### src/rtl/cpu_pkg.sv
// -----------------------------------------------------------------------------
// cpu_pkg
//   Shared definitions for the pipeline memory-port arbiter.
//
//   Contents:
//     DEF_ADDR_W / DEF_DATA_W : default address and data widths.
//     DEF_STARVE_LIMIT        : default number of consecutive data grants that
//                               may pass a waiting fetch.
//     CNT_W                   : width of the starvation counter (limit <= 15).
//     arb_state_e             : arbiter state encoding.
// -----------------------------------------------------------------------------
package cpu_pkg;

  localparam int unsigned DEF_ADDR_W       = 32;
  localparam int unsigned DEF_DATA_W       = 32;
  localparam int unsigned DEF_STARVE_LIMIT = 4;
  localparam int unsigned CNT_W            = 4;

  typedef enum logic [1:0] {
    IDLE   = 2'd0,  // no transfer in flight; grant decision made here
    BUSY_I = 2'd1,  // instruction fetch owns the memory
    BUSY_D = 2'd2   // load/store owns the memory
  } arb_state_e;

endpackage

### src/rtl/arb_starve_counter.sv
// -----------------------------------------------------------------------------
// arb_starve_counter
//   Counts data grants that were given while a fetch was waiting. Saturates at
//   LIMIT so the arbiter can force the next grant to the fetch port.
//
//   Ports:
//     clk      : clock, rising edge.
//     rst      : synchronous, active-high reset (count -> 0).
//     inc      : one data grant passed a waiting fetch.
//     clr      : a fetch was granted; takes priority over inc.
//     count    : current count, 0..LIMIT.
//     at_limit : count == LIMIT.
// -----------------------------------------------------------------------------
module arb_starve_counter
  import cpu_pkg::*;
#(
  parameter int unsigned LIMIT = DEF_STARVE_LIMIT
) (
  input  logic             clk,
  input  logic             rst,
  input  logic             inc,
  input  logic             clr,
  output logic [CNT_W-1:0] count,
  output logic             at_limit
);

  localparam logic [CNT_W-1:0] LIMIT_C = CNT_W'(LIMIT);

  logic [CNT_W-1:0] count_q, count_d;

  // NOTE: always_comb assigns a default to every output first; a path that
  // leaves a variable unassigned would otherwise infer a latch.
  always_comb begin
    count_d = count_q;
    if (clr) begin
      count_d = '0;
    end else if (inc && (count_q != LIMIT_C)) begin
      count_d = count_q + CNT_W'(1);
    end
  end

  // NOTE: state registers use non-blocking assignments so every flop samples
  // the pre-edge value of every other flop, independent of block ordering.
  always_ff @(posedge clk) begin
    if (rst) begin
      count_q <= '0;
    end else begin
      count_q <= count_d;
    end
  end

  assign count    = count_q;
  assign at_limit = (count_q == LIMIT_C);

endmodule

### src/rtl/mem_port_arbiter.sv
// -----------------------------------------------------------------------------
// mem_port_arbiter
//   Shares one single-port memory between instruction fetch (IF) and the
//   load/store stage (MEM). One transfer at a time; data normally wins, but a
//   fetch is forced once STARVE_LIMIT data grants have passed a waiting fetch.
//
//   Ports:
//     clk, rst            : clock and synchronous active-high reset.
//     if_req, if_addr     : fetch request (held until if_valid) and PC.
//     if_rdata, if_valid  : fetched word and its one-cycle completion pulse.
//     d_read, d_write     : load / store request (held until d_valid);
//                           both high behaves as a store.
//     d_addr, d_wdata     : data address and store data.
//     d_rdata, d_valid    : load data and one-cycle completion pulse.
//     m_req, m_we         : registered memory request / write enable.
//     m_addr, m_wdata     : registered memory address / write data.
//     m_rdata, m_ready    : memory read data and transfer-complete strobe.
//     stall_if            : freeze PC and IF/ID.
//     stall_mem           : freeze the whole pipeline.
// -----------------------------------------------------------------------------
module mem_port_arbiter
  import cpu_pkg::*;
#(
  parameter int unsigned ADDR_W       = DEF_ADDR_W,
  parameter int unsigned DATA_W       = DEF_DATA_W,
  parameter int unsigned STARVE_LIMIT = DEF_STARVE_LIMIT
) (
  input  logic              clk,
  input  logic              rst,
  // instruction fetch port
  input  logic              if_req,
  input  logic [ADDR_W-1:0] if_addr,
  output logic [DATA_W-1:0] if_rdata,
  output logic              if_valid,
  // data port
  input  logic              d_read,
  input  logic              d_write,
  input  logic [ADDR_W-1:0] d_addr,
  input  logic [DATA_W-1:0] d_wdata,
  output logic [DATA_W-1:0] d_rdata,
  output logic              d_valid,
  // memory side
  output logic              m_req,
  output logic              m_we,
  output logic [ADDR_W-1:0] m_addr,
  output logic [DATA_W-1:0] m_wdata,
  input  logic [DATA_W-1:0] m_rdata,
  input  logic              m_ready,
  // pipeline stalls
  output logic              stall_if,
  output logic              stall_mem
);

  localparam logic [CNT_W-1:0] STARVE_LIMIT_C = CNT_W'(STARVE_LIMIT);

  arb_state_e        state_q, state_d;
  logic              m_req_q, m_req_d;
  logic              m_we_q, m_we_d;
  logic [ADDR_W-1:0] m_addr_q, m_addr_d;
  logic [DATA_W-1:0] m_wdata_q, m_wdata_d;
  logic [DATA_W-1:0] if_rdata_q, if_rdata_d;
  logic [DATA_W-1:0] d_rdata_q, d_rdata_d;
  logic              if_valid_q, if_valid_d;
  logic              d_valid_q, d_valid_d;

  logic              d_pend;
  logic              i_pend;
  logic              force_fetch;
  logic              cnt_inc;
  logic              cnt_clr;
  logic [CNT_W-1:0]  starve_count;
  logic              starve_at_limit;

  // A requester whose valid pulse is high this cycle has just been served;
  // its request line may still be up, but it must not be granted again.
  assign d_pend = (d_read | d_write) & ~d_valid_q;
  assign i_pend = if_req & ~if_valid_q;

  assign force_fetch = (starve_count == STARVE_LIMIT_C);

  arb_starve_counter #(
    .LIMIT (STARVE_LIMIT)
  ) u_starve (
    .clk      (clk),
    .rst      (rst),
    .inc      (cnt_inc),
    .clr      (cnt_clr),
    .count    (starve_count),
    .at_limit (starve_at_limit)
  );

  always_comb begin
    state_d    = state_q;
    m_req_d    = m_req_q;
    m_we_d     = m_we_q;
    m_addr_d   = m_addr_q;
    m_wdata_d  = m_wdata_q;
    if_rdata_d = if_rdata_q;
    d_rdata_d  = d_rdata_q;
    if_valid_d = 1'b0;
    d_valid_d  = 1'b0;
    cnt_inc    = 1'b0;
    cnt_clr    = 1'b0;

    unique case (state_q)
      IDLE: begin
        // m_ready is deliberately ignored here: no transfer is in flight.
        if (d_pend && !(i_pend && force_fetch)) begin
          state_d   = BUSY_D;
          m_req_d   = 1'b1;
          m_addr_d  = d_addr;
          m_we_d    = d_write;  // read+write together resolves to a store
          m_wdata_d = d_wdata;
          // Only a grant that actually passes a waiting fetch counts.
          cnt_inc   = if_req & ~starve_at_limit;
        end else if (i_pend) begin
          state_d   = BUSY_I;
          m_req_d   = 1'b1;
          m_addr_d  = if_addr;
          m_we_d    = 1'b0;
          m_wdata_d = d_wdata;
          cnt_clr   = 1'b1;
        end
      end

      BUSY_I: begin
        if (m_ready) begin
          state_d    = IDLE;
          m_req_d    = 1'b0;
          m_we_d     = 1'b0;
          if_valid_d = 1'b1;
          if_rdata_d = m_rdata;
        end
      end

      BUSY_D: begin
        if (m_ready) begin
          state_d   = IDLE;
          m_req_d   = 1'b0;
          m_we_d    = 1'b0;
          d_valid_d = 1'b1;
          if (!m_we_q) begin
            d_rdata_d = m_rdata;  // a store leaves the last load data intact
          end
        end
      end

      default: begin
        state_d = IDLE;
        m_req_d = 1'b0;
        m_we_d  = 1'b0;
      end
    endcase
  end

  always_ff @(posedge clk) begin
    if (rst) begin
      // NOTE: the datapath registers are reset as well as the control flops,
      // so the memory bus and the rdata outputs never present X after reset.
      state_q    <= IDLE;
      m_req_q    <= 1'b0;
      m_we_q     <= 1'b0;
      m_addr_q   <= '0;
      m_wdata_q  <= '0;
      if_rdata_q <= '0;
      d_rdata_q  <= '0;
      if_valid_q <= 1'b0;
      d_valid_q  <= 1'b0;
    end else begin
      state_q    <= state_d;
      m_req_q    <= m_req_d;
      m_we_q     <= m_we_d;
      m_addr_q   <= m_addr_d;
      m_wdata_q  <= m_wdata_d;
      if_rdata_q <= if_rdata_d;
      d_rdata_q  <= d_rdata_d;
      if_valid_q <= if_valid_d;
      d_valid_q  <= d_valid_d;
    end
  end

  assign m_req    = m_req_q;
  assign m_we     = m_we_q;
  assign m_addr   = m_addr_q;
  assign m_wdata  = m_wdata_q;
  assign if_rdata = if_rdata_q;
  assign d_rdata  = d_rdata_q;
  assign if_valid = if_valid_q;
  assign d_valid  = d_valid_q;

  // A pending data access freezes everything, so it also freezes fetch.
  assign stall_mem = d_pend;
  assign stall_if  = i_pend | stall_mem;

endmodule

### config.mk
export PLATFORM = sky130hd
export DESIGN_NAME = mem_port_arbiter
export DESIGN_NICKNAME = d
export VERILOG_FILES = /design/src/rtl/cpu_pkg.sv /design/src/rtl/arb_starve_counter.sv /design/src/rtl/mem_port_arbiter.sv
export SDC_FILE = /design/constraint.sdc
export NUM_CORES = 1
export LEC_CHECK = 0
export ABC_AREA = 0
export CAP_MARGIN = 20
export CORE_UTILIZATION = 43
export CTS_CLUSTER_SIZE = 40
export DETAILED_ROUTE_END_ITERATION = 6
export GPL_TIMING_DRIVEN = 0
export PLACE_DENSITY = 0.95
export SKIP_LAST_GASP = 1
export SLEW_MARGIN = 10
export SYNTH_ARGS = -nofsm -noshare
export SYNTH_HDL_FRONTEND = slang
export SYNTH_SLANG_ARGS = --single-unit
### constraint.sdc
create_clock -name clk -period 2.8 [get_ports clk]
set_input_delay 0.56 -clock clk [delete_from_list [all_inputs] [get_ports clk]]
set_output_delay 0.56 -clock clk [all_outputs]
set_load 0.02 [all_outputs]
==> impl_metrics.csv, run 1 <==
group,metric,value,unit
worst_setup_path,r2r_slack,860,ps
worst_setup_path,crit_arrival,1980,ps
floorplanning,row_count,40,
finish,fin_nets,1079,
clocking,cts_buffers,17,
placement,dpl.cell_count,1068,
clocking,cts-root-buf,"clkbuf_16",
timing,hold_viol_final,0,
timing,worst_slack,260,ps
min_path,hold_class,"register to register",
pwr,ir_drop,0.489,mV
timing,worst_slew_pin_slew,752,ps
finish,layout_common_cells,"clkdlybuf4s50_1, nand2_1, dfxtp_1",
routing,ant_nets,0,
routing,drt-pass1-iter-count,5,
worst_setup_path,crit_slowest_cell,"clkdlybuf4s50_1",
routing,wl_per_cell,16.4,um
floorplanning,die_w,113,um
synthesis,yosysWarnings,0,
clocking,cts.path.max_buffers,2,
clocking,cts_resized,0,
global_routing,grt_pass1_wl,27.7,mm
outcome,status,"finished clean",
global_routing,grt_max_degree,17,
clocking,ctsHoldBuffers,0,
timing,maxSlewViolCount,0,
pwr,power_density,717,nW/um^2
floorplanning,dieArea,12800,um^2
synthesis,ys_seq_area_frac,0.520,
worst_setup_path,critPathMaxFanout,8,
placement,placed_cell_area,8160,um^2
floorplanning,start_util,0.442,
worst_setup_path,start_kind,"input port",
timing,max_freq,0.394,GHz
routing,wl,18.0,mm
routing,drt_iter0_markers,331,
finish,fin_cells,1098,
synthesis,synthCells,655,
timing,holdWs,454,ps
finish,antenna-diode-count,0,
worst_setup_path,crit_path_cell_trace,"clkdlybuf4s50_1, o21bai_4, inv_2, clkdlybuf4s50_1",
placement,gp_congestion,0.812,
finish,final_area,8770,um^2
worst_setup_path,cpMostUsedCell,"clkdlybuf4s50_1",
finish,fillers,868,
clocking,post_cts_buffers,0,
synthesis,ys_types,33,
synthesis,ys_ff_latch,138,
synthesis,synth_area,5310,um^2
placement,portBuffers,266,
min_path,whs_endpoint,"if_rdata[9]",
worst_setup_path,r2r_cells,7,
pwr,leakage,3.20,nW
routing,num_vias,5678,
worst_setup_path,setup.worst_path.class,"input port to output port",
timing,setup-violations-final,0,
worst_setup_path,endpoint_kind,"output port",
timing,timing.final.crit_share,0.907,
finish,final_common_cell,"clkdlybuf4s50_1",
global_routing,grtUsageTotal,0.281,
routing,viasPerCell,5.17,
min_path,min_path_cells,2,
timing,finClkSkew,7.57,ps
timing,fin_crit,2540,ps
synthesis,synth_nets,794,
clocking,h-tree-depth,4,
global_routing,antenna_found_initial,0,
timing,grt_setup_unrepaired,"false",
synthesis,synth_edf_count,0,
routing,route.detailed.drc,0,
global_routing,gr-total-overflow,0,
global_routing,grt_pass1_vias,5644,
synthesis,synth_flop_cell,"dfxtp_1",
worst_setup_path,rr_endpoint,"m_addr[27]",
clocking,cts_sinks,138,
finish,utilization,0.730,
placement,dp_hpwl,12.9,mm
finish,syn_to_final_growth,65.1,%
synthesis,avgSynthCellArea,8.11,um^2
timing,setup_tns,0,ps
clocking,cts_tree,"built",
floorplanning,coreArea,12000,um^2
floorplanning,fp.dieH,113,um
flow_run,maxCapViolations,0,
pwr,power,6.29,mW
placement,dpl_worst_slack,253,ps
worst_setup_path,r2r-start,"u_starve.count[0]",
clocking,clock_latency,430,ps
clocking,clkSlewWorstSetupHoldPaths,50,ps
min_path,min-delay-start,"if_rdata[9]",
timing,slew_headroom,0.499,
worst_setup_path,max_stage_delay,570,ps
synthesis,async_flop_share,0,
worst_setup_path,cp.required,2240,ps
finish,drive_above_1_share,0.0831,
floorplanning,ios,268,
[cell families after synthesis]
kind of cell,Yosys count,synth area share
and+or+nand+nor,282,0.205
muxes,1,0.00188
DFF,138,0.520
adders and majority gates,5,0.0118
AOI/OAI and AO/OA,171,0.212
xor gates and xnor gates,3,0.00495
buffers and inverters,55,0.0443
[report_power, final]
part	internal [mW]	leakage, nW	switching (mW)
sequential	2.18	1.13	0.112
combinational	0.766	1.77	0.907
clock	1.51	0.298	0.816
[cells in the mapped netlist (all sizes together), types with 2 or more instances]
library cell	n	area, um^2
a211oi	32	380
a21oi	129	649
buf	18	96.3
clkbuf	31	116
dfxtp	138	2760
ha	5	62.6
inv	6	22.5
nand2	230	863
nor2	40	150
nor2b	2	12.5
nor4	2	12.5
o21ai	2	17.5
o2bb2ai	3	26.3
xnor2	3	26.3
[layout make-up]
type | instances | area [um^2] | share of cell area
Inverter | 6 | 22.5 | 0.00257
Timing Repair Buffer | 266 | 2660 | 0.304
Sequential cell | 138 | 2760 | 0.315
Tap cell | 147 | 184 | 0.0210
Clock buffer | 24 | 502 | 0.0572
Clock inverter | 6 | 111 | 0.0127
Multi-Input combinational cell | 462 | 2310 | 0.264
Buffer | 49 | 213 | 0.0243
[routing by layer]
metal  global-route usage  vias to the layer above  wire length, um
met5                    0                        -                0
met4                0.157                        0              815
met3                0.116                       70             1750
met2                0.500                      266             8860
met1                0.277                     2604             6560
li1                     -                     2738                -
[worst max-delay path by stage]
stage               startpoint          to  slack, ps  cells past startpoint
global placement       d_write   stall_mem        260                      4
CTS                    d_write   stall_mem        250                      4
detailed placement     d_write   stall_mem        250                      4
global route           d_write    stall_if        200                      4
finish                 d_write   stall_mem        260                      4
floorplan              d_write  m_addr[10]       1150                      7
[state kept, by name (all words and copies together), names as in the netlist]
register and flops:
d_rdata 32, d_valid 1, if_rdata 32, if_valid 1, m_addr 32, m_req 1, m_wdata 32, m_we 1
state_q 2, u_starve.count 4
[worst max-delay path, delay by kind of cell]
kind | cells | cell delay [ps]
AOI/OAI and AO/OA | 1 | 280
buffers and inverters | 3 | 1140
Note: power is estimated with default switching activity, not from simulation.
==> run 2, diff against run 1 <==
==> constraint.sdc (replaced) <==
create_clock -name clk -period 2.8 [get_ports clk]
set_input_delay 0.56 -clock clk [delete_from_list [all_inputs] [get_ports clk]]
set_output_delay 0.56 -clock clk [all_outputs]
set_load 0.01 [all_outputs]
==> results of run 2 <==
Same layout as run 1 (identical final DEF). Status: finished clean.
Among the figures that moved: setup slack after placement 253 ps -> 311 ps; setup slack after layout 260 ps -> 318 ps; total power 6.29 mW -> 6.13 mW; worst IR drop on VDD 0.489 mV -> 0.488 mV
==> run 3, diff against run 2 <==
--- a/config.mk
+++ b/config.mk
@@ -7,6 +7,7 @@
 export LEC_CHECK = 0
 export ABC_AREA = 0
 export CAP_MARGIN = 20
+export CORE_MARGIN = 4
 export CORE_UTILIZATION = 43
 export CTS_CLUSTER_SIZE = 40
 export DETAILED_ROUTE_END_ITERATION = 6
==> run 3 against run 2 <==
  * Final cell count increased by 2.0%
  * Non-clock buffer count unchanged
  * Sequential cell count unchanged
  * Hold slack got worse by 1.7 ps
  * Wire length increased by 4.8%
  * Global-route usage decreased by 1.4 points
  * Highest routed layer is now met5
==> impl_metrics.csv, run 3 (same netlist as run 1, synthesis figures left out) <==
group,metric,value,unit
finish,layout_common_cells,"clkdlybuf4s50_1, nand2_1, dfxtp_1",
timing,setup-violations-final,0,
global_routing,top_usage_layer,"met2",
pwr,power_density,685,nW/um^2
clocking,cts_buffers,17,
placement,portBuffers,266,
worst_setup_path,cp.required,2240,ps
floorplanning,ios,268,
timing,hold_viol_final,0,
pwr,p_sw,1.72,mW
timing,finClkSkew,11.7,ps
timing,timing.final.crit_share,0.887,
worst_setup_path,r2r-start,"u_starve.count[0]",
placement,dp_hpwl,14.0,mm
timing,fin_crit,2480,ps
routing,ant_nets,0,
worst_setup_path,r2r_cells,7,
floorplanning,dieArea,14200,um^2
pwr,pwr-share-seq,0.381,
clocking,cts.path.max_buffers,2,
pwr,p_int,4.27,mW
floorplanning,fp.dieH,119,um
worst_setup_path,rr_endpoint,"m_addr[26]",
pwr,swShare,0.288,
timing,slew_headroom,0.543,
finish,fin_nets,1079,
routing,wl,18.8,mm
worst_setup_path,setup.worst_path.class,"input port to output port",
pwr,p_comb_frac,0.257,
outcome,status,"finished clean",
finish,syn_to_final_growth,64.8,%
routing,viasPerCell,5.04,
floorplanning,start_util,0.440,
global_routing,grt_pass1_vias,5783,
worst_setup_path,critPathMaxFanout,8,
worst_setup_path,r2r_slack,740,ps
timing,setup_tns,0,ps
worst_setup_path,endpoint_kind,"output port",
global_routing,grt_max_degree,17,
worst_setup_path,start_kind,"input port",
clocking,h-tree-depth,4,
min_path,hold_class,"register to register",
pwr,leakage,3.18,nW
global_routing,met1_usage,0.284,
worst_setup_path,crit_arrival,1920,ps
worst_setup_path,startpoint,"d_write",
finish,final_common_cell,"clkdlybuf4s50_1",
timing,max_freq,0.403,GHz
placement,gp_congestion,0.830,
placement,dpl_worst_slack,262,ps
worst_setup_path,cp-endpoint,"stall_mem",
routing,num_vias,5641,
routing,route.detailed.drc,0,
floorplanning,coreArea,12100,um^2
clocking,cts_resized,0,
routing,drt-pass1-iter-count,4,
finish,antenna-diode-count,0,
clocking,ctsHoldBuffers,0,
timing,worst_slew_pin_slew,685,ps
global_routing,grtUsageTotal,0.268,
pwr,ir_drop,0.504,mV
global_routing,use_met3,0.123,
clocking,clock_latency,430,ps
routing,drt_iter0_markers,322,
pwr,power.share.clock,0.362,
clocking,clkSlewWorstSetupHoldPaths,60,ps
clocking,cts_sinks,138,
clocking,post_cts_buffers,0,
finish,drive_above_1_share,0.0840,
routing,wl_per_cell,16.8,um
floorplanning,die_w,119,um
finish,fillers,845,
global_routing,grt_pass1_wl,29.8,mm
clocking,cts_tree,"built",
timing,grt_setup_unrepaired,"false",
timing,worst_slack,316,ps
timing,maxSlewViolCount,0,
global_routing,gr-total-overflow,0,
global_routing,grtUsageMet2,0.464,
finish,utilization,0.726,
global_routing,antenna_found_initial,1,
flow_run,maxCapViolations,0,
clocking,cts-root-buf,"clkbuf_16",
floorplanning,row_count,40,
-- run 3: worst min-delay path by stage --
stage          slack [ps]         start            to  depth (start not counted)
2_1_floorplan         460    state_q[1]    state_q[1]                          1
3_3_place_gp          440  if_rdata[15]  if_rdata[15]                          2
3_5_place_dp          450   m_wdata[11]   m_wdata[11]                          2
4_1_cts               450    d_rdata[7]    d_rdata[7]                          2
5_1_grt               470    m_wdata[6]    m_wdata[6]                          2
6_report              450    m_wdata[0]    m_wdata[0]                          2
-- run 3: metal layers --
metal | share of wire | up-vias
li1 | - | 2739
met1 | 0.37 | 2602
met2 | 0.49 | 252
met3 | 0.10 | 46
met4 | 0.029 | 2
met5 | 0.00069 | -
-- run 3: critical path: stages --
cell and delay [ps]:
clkdlybuf4s50_1 480, o21bai_4 270, inv_2 100, clkdlybuf4s50_1 510
-- run 3: area by class of cell --
| cell class | count | area (um^2) | share of cell area |
|---|---|---|---|
| Sequential cell | 138 | 2760 | 0.316 |
| Timing Repair Buffer | 266 | 2660 | 0.304 |
| Multi-Input combinational cell | 462 | 2310 | 0.264 |
| Clock buffer | 20 | 447 | 0.0510 |
| Buffer | 49 | 213 | 0.0243 |
| Tap cell | 168 | 210 | 0.0240 |
| Clock inverter | 11 | 121 | 0.0139 |
| Inverter | 6 | 22.5 | 0.00257 |
-- run 3: power by group through the flow --
stage	Sequential (mW)	Combinational, mW	Clock (mW)
2_1_floorplan	2.41	0.640	0
3_3_place_gp	2.31	1.50	0
3_5_place_dp	2.32	1.53	0
4_1_cts	2.28	1.55	2.21
5_1_grt	2.31	1.66	2.30
6_report	2.28	1.54	2.17
-- run 3: per-stage QoR --
| step | instance area, um^2 | hold WS [ps] | total power, mW | std cells |
|---|---|---|---|---|
| after floorplan | 5310 | 458 | 3.05 | 655 |
| after global placement | 8180 | 441 | 3.81 | 1089 |
| after detailed placement | 8180 | 446 | 3.86 | 1089 |
| after CTS | 8750 | 454 | 6.04 | 1120 |
| after global routing | 8750 | 468 | 6.27 | 1120 |
| final | 8750 | 452 | 5.99 | 1120 |
